<file path="src/rtl/sr_drv_pkg.sv">
// sr_drv_pkg: shared types and helpers for the gated SR-latch driver.
// Holds the phase enum, command encodings and timer sizing helpers.
package sr_drv_pkg;

  typedef enum logic [2:0] {
    IDLE,
    SETUP,
    PULSE,
    HOLD,
    GUARD
  } state_t;

  localparam logic CMD_SET = 1'b1;
  localparam logic CMD_RST = 1'b0;

  function automatic int max2(
    input int a,
    input int b
  );
    return (a > b) ? a : b;
  endfunction

  // Never narrower than one bit, even when every phase width is zero.
  function automatic int tmr_width(
    input int max_w
  );
    int w;
    w = $clog2(max_w + 1);
    return (w < 1) ? 1 : w;
  endfunction

endpackage

</file>
<file path="src/rtl/sr_drv_timer.sv">
// sr_drv_timer: loadable down-counter with zero flag.
// One instance times every phase of the latch driver.
module sr_drv_timer #(
  parameter int W = 2
) (
  input  logic         clk,
  input  logic         rst,
  input  logic         load,
  input  logic [W-1:0] load_val,
  output logic         zero
);

  logic [W-1:0] cnt;

  // Holds at zero rather than wrapping.
  always_ff @(posedge clk or posedge rst) begin
    if (rst) begin
      cnt <= '0;
    end else if (load) begin
      cnt <= load_val;
    end else if (cnt != '0) begin
      cnt <= cnt - 1'b1;
    end
  end

  assign zero = (cnt == '0);

endmodule

</file>
<file path="src/rtl/sr_latch_driver.sv">
// sr_latch_driver: handshaked set/reset commands to timed s/r/en waveforms.
// Optional q readback check enabled by defining SR_DRV_READBACK_EN.
module sr_latch_driver
  import sr_drv_pkg::*;
#(
  parameter int SETUP_W = 1,
  parameter int PULSE_W = 4,
  parameter int HOLD_W  = 1,
  parameter int GUARD_W = 2
) (
  input  logic clk,
  input  logic rst,
  input  logic req_valid,
  input  logic req_set,
  output logic req_ready,
  output logic s,
  output logic r,
  output logic en,
  output logic busy,
  output logic done,
  input  logic q_in,
  output logic err,
  input  logic err_clr
);

  localparam int MAX_W = max2(
    max2(SETUP_W, PULSE_W),
    max2(HOLD_W, GUARD_W)
  );
  localparam int TW = tmr_width(MAX_W);

  state_t          state;
  state_t          nxt;
  logic            cmd;
  logic            cmd_nxt;
  logic            load;
  logic [TW-1:0]   load_val;
  logic            tmr_zero;
  logic            drv_nxt;

  // Next phase with a non-zero width; PULSE is never skipped.
  function automatic state_t after(
    input state_t st
  );
    state_t n;
    n = IDLE;
    case (st)
      IDLE:    n = (SETUP_W > 0) ? SETUP : PULSE;
      SETUP:   n = PULSE;
      PULSE:   n = (HOLD_W > 0)  ? HOLD  :
                   (GUARD_W > 0) ? GUARD : IDLE;
      HOLD:    n = (GUARD_W > 0) ? GUARD : IDLE;
      default: n = IDLE;
    endcase
    return n;
  endfunction

  function automatic int width_of(
    input state_t st
  );
    int w;
    w = 0;
    case (st)
      SETUP:   w = SETUP_W;
      PULSE:   w = PULSE_W;
      HOLD:    w = HOLD_W;
      GUARD:   w = GUARD_W;
      default: w = 0;
    endcase
    return w;
  endfunction

  always_comb begin
    nxt     = state;
    load    = 1'b0;
    cmd_nxt = cmd;
    if (state == IDLE) begin
      if (req_valid && req_ready) begin
        nxt     = after(IDLE);
        load    = 1'b1;
        cmd_nxt = req_set;
      end
    end else if (tmr_zero) begin
      nxt  = after(state);
      load = 1'b1;
    end
  end

  assign load_val = (nxt == IDLE) ? '0 :
                    TW'(width_of(nxt) - 1);

  assign drv_nxt = (nxt == SETUP) ||
                   (nxt == PULSE) ||
                   (nxt == HOLD);

  sr_drv_timer #(
    .W (TW)
  ) u_timer (
    .clk      (clk),
    .rst      (rst),
    .load     (load),
    .load_val (load_val),
    .zero     (tmr_zero)
  );

  // Outputs decode the next state so every pin comes straight off a flop.
  always_ff @(posedge clk or posedge rst) begin
    if (rst) begin
      state     <= IDLE;
      cmd       <= CMD_RST;
      s         <= 1'b0;
      r         <= 1'b0;
      en        <= 1'b0;
      busy      <= 1'b0;
      done      <= 1'b0;
      req_ready <= 1'b0;
    end else begin
      state     <= nxt;
      cmd       <= cmd_nxt;
      s         <= drv_nxt & cmd_nxt;
      r         <= drv_nxt & ~cmd_nxt;
      en        <= (nxt == PULSE);
      busy      <= (nxt != IDLE);
      done      <= (nxt == IDLE) && (state != IDLE);
      req_ready <= (nxt == IDLE);
    end
  end

`ifdef SR_DRV_READBACK_EN
  logic [1:0] q_sync;
  logic [1:0] chk_pipe;
  logic [1:0] cmd_pipe;
  logic       chk_now;
  logic       mismatch;

  // Check point is the last cycle s/r are driven; pipe aligns it with q_sync.
  assign chk_now = tmr_zero &&
                   ((state == HOLD) ||
                    ((state == PULSE) && (HOLD_W == 0)));

  assign mismatch = chk_pipe[1] &&
                    (q_sync[1] != cmd_pipe[1]);

  always_ff @(posedge clk or posedge rst) begin
    if (rst) begin
      q_sync   <= '0;
      chk_pipe <= '0;
      cmd_pipe <= '0;
      err      <= 1'b0;
    end else begin
      q_sync   <= {q_sync[0], q_in};
      chk_pipe <= {chk_pipe[0], chk_now};
      cmd_pipe <= {cmd_pipe[0], cmd};
      err      <= (err & ~err_clr) | mismatch;
    end
  end
`else
  logic unused_rb;
  assign unused_rb = q_in ^ err_clr;
  assign err       = 1'b0;
`endif

endmodule

</file>
<file path="config.mk">
export PLATFORM = sky130hd
export DESIGN_NAME = sr_latch_driver
export DESIGN_NICKNAME = d
export VERILOG_FILES = /design/src/rtl/sr_drv_pkg.sv /design/src/rtl/sr_drv_timer.sv /design/src/rtl/sr_latch_driver.sv
export SDC_FILE = /design/constraint.sdc
export NUM_CORES = 1
export LEC_CHECK = 0
export ABC_AREA = 1
export ABC_CLOCK_PERIOD_IN_PS = 1650
export CORE_MARGIN = 2
export CORE_UTILIZATION = 44
export DETAILED_ROUTE_END_ITERATION = 10
export GPL_ROUTABILITY_DRIVEN = 1
export PLACE_DENSITY = 0.7
export SETUP_SLACK_MARGIN = 0.2
export SLEW_MARGIN = 15
export SYNTH_ARGS = -nofsm -noshare
export SYNTH_HDL_FRONTEND = slang
export SYNTH_SLANG_ARGS = --single-unit
export TNS_END_PERCENT = 50
</file>
<file path="constraint.sdc">
create_clock -name clk -period 1.65 [get_ports clk]
set_input_delay 0.2475 -clock clk [delete_from_list [all_inputs] [get_ports clk]]
set_output_delay 0.2475 -clock clk [all_outputs]
set_load 0.05 [all_outputs]
</file>
==> reports/summary.txt <==
Status: finished, violations left
Failing checks: negative setup slack
Total core area: 1510 um2
GRT Util Overall: 20.4%
Max Cap Violations: 0
Worst Path Required: 1820 ps
Htree depth: 1
Critical-path maximum fanout: 5
Commonest non-fill, non-tap cells in the layout: buf_4 (19), dfrtp_1 (12), inv_2 (11)
TritonCTS clock tree: done
Setup TNS: -460 ps
Die footprint: 1930 um2
Worst setup EP type: flip-flop
Share of cells above drive strength 1: 58.1%
RSZ-0062 raised after global routing: yes
DIE HEIGHT: 44.0 um
DRC: 0
Leading post-synthesis cells by cell area: dfrtp_1 (46%), nand2_1 (8.5%), inv_1 (6.9%)
CP Launch Type: flip-flop
1st-iter DRT viols: 9
Initial antenna violation count: 0
Reg clk slew, reported paths: 80 ps
Largest net degree at the start of global routing: 14
Synth Register Bits: 13
Worst setup margin: -161 ps
YS warnings: 0
Total Wirelength: 1.75 mm
Cts hold-fix bufs: 0
Post-DRT Antenna Nets: 0
DR vias/cell: 4.89
Final Max Tran Viols: 0
Die W: 44.0 um
Reg area: 327 um2
Final Critical Period: 1810 ps
Hold WS: 291 ps
Design area: 1110 um2
Post-synthesis sequential area ratio: 46.3%
Arrival time worst endpoint: 1980 ps
Final setup fails: 4
Placed inst area: 910 um2
Synth area leader: dfrtp_1
First-pass GRT wire length: 2.84 mm
Area growth syn-to-layout: 57.3%
Synthesized cell area: 703 um2
Nets: 127
Final worst-path cycle share: 110%
Multi-input logic area: 420 um2
Worst setup path category: reg -> reg
Most common cell after layout, fill and taps aside: buf_4
Via Count: 650
Top cell type's share of synthesized area: 46.3%
Starting Density: 46.7%
Maximum clock rate: 552 MHz
Fillcell total: 106
Synthesized net count: 96
TritonRoute pass-1 iters: 4
Gpl congestion: 0.738
Num rows: 14
Clock sink count: 13
Ports: 13
CTS buffer count: 3
Max clock buf depth: 2
Hpwl dp: 1.08 mm
Setup Skew: 1.84 ps
Worst-skew pair later-pin latency: 280 ps
Worst hold-check path type: in -> async
Root Buffer: clkbuf_4
Diodes inserted: 0
Mapped Cells: 87
Vias in the first global route: 644
I/O Buffers: 9
Syn Area/Cell: 8.08 um2
Global route overflow: 0
Distinct cells, synth: 20
Wire length per cell: 13.1 um
Final Hold Viols: 0
Final core occ: 73.4%
[through the flow]
step	worst slack, ps	cells
global route	-263	133
detailed placement	-189	121
finish	-161	133
floorplan	-77.8	87
CTS	-124	129
global placement	-222	121
[timing repair]
| item | 4_1_cts | 5_1_grt |
|---|---|---|
| pin swaps | 12 | 6 |
| gates resized for setup | 15 | 14 |
| buffers inserted | 4 | 4 |
| cloned | 0 | 0 |
| endpoints found under the setup margin | 4 | 8 |
[cells by family after synthesis]
logic type	Yosys count	synth area share, %
adders and majority gates	3	5.34
and+or+nand+nor	37	26.3
AOI/OAI and AO/OA	11	9.25
buffers and inverters	22	12.3
DFF	13	46.3
other	1	0.533
[state kept, by name, summed over array words and instances (netlist names)]
signal and count:
r 1, u_timer.cnt 3, busy 1, req_ready 1
state 3, s 1, cmd 1, done 1
en 1
[cell type report]
type	count	share of cell area [%]
Timing Repair Buffer	27	20.7
Inverter	21	7.58
Tap cell	16	1.81
Clock buffer	4	2.38
Multi-Input combinational cell	52	38.0
Sequential cell	13	29.5
[routing by layer]
metal	part of all wire [%]	vias to the layer above	global-route usage [%]
met5	0	-	0
met3	1.3	5	2.50
met2	54	6	32.4
met4	1.8	0	9.70
met1	43	317	27.5
li1	-	322	-
[critical path, stage by stage, from the launching register on]
cell and delay (ps):
dfrtp_1 390, inv_2 90, ha_4 140, nand2_4 70, inv_6 80, nand2_4 70, a21oi_4 190, nand2_2 100
o21ai_2 80, nand2_2 80, ha_4 270, inv_2 30, nand3_2 60, a21oi_2 50
[synth_stat cells]
cell / n
a21oi_1: 3
nor2_1: 5
nand4_1: 2
o21ai_2: 1
o21a_1: 1
ha_1: 3
nand3_1: 5
nand3_2: 2
or2_0: 1
o21ai_0: 5
conb_1: 1
nand2_1: 16
dfrtp_1: 13
buf_4: 1
nor2_2: 1
nor2_4: 1
inv_1: 13
a21oi_2: 1
nand2_2: 4
inv_2: 8
[worst paths after layout]
check / cells past startpoint / slack (ps) / endpoint / start
max: 13 / -160 / u_timer.cnt[2]$_DFFE_PP0P_ / u_timer.cnt[0]$_DFFE_PP0P_
min: 2 / 290 / done$_DFF_PP0_ / rst
max reg2reg: 13 / -160 / u_timer.cnt[2]$_DFFE_PP0P_ / u_timer.cnt[0]$_DFFE_PP0P_
min reg2reg: 1 / 530 / cmd$_DFF_PP0_ / cmd$_DFF_PP0_
max in group asynchronous: 2 / 1000 / req_ready$_DFF_PP0_ / rst
min in group clk: 1 / 530 / cmd$_DFF_PP0_ / cmd$_DFF_PP0_
Power is not shown: default switching activity piles up to over one toggle a cycle in this logic, so the estimate is an artifact.
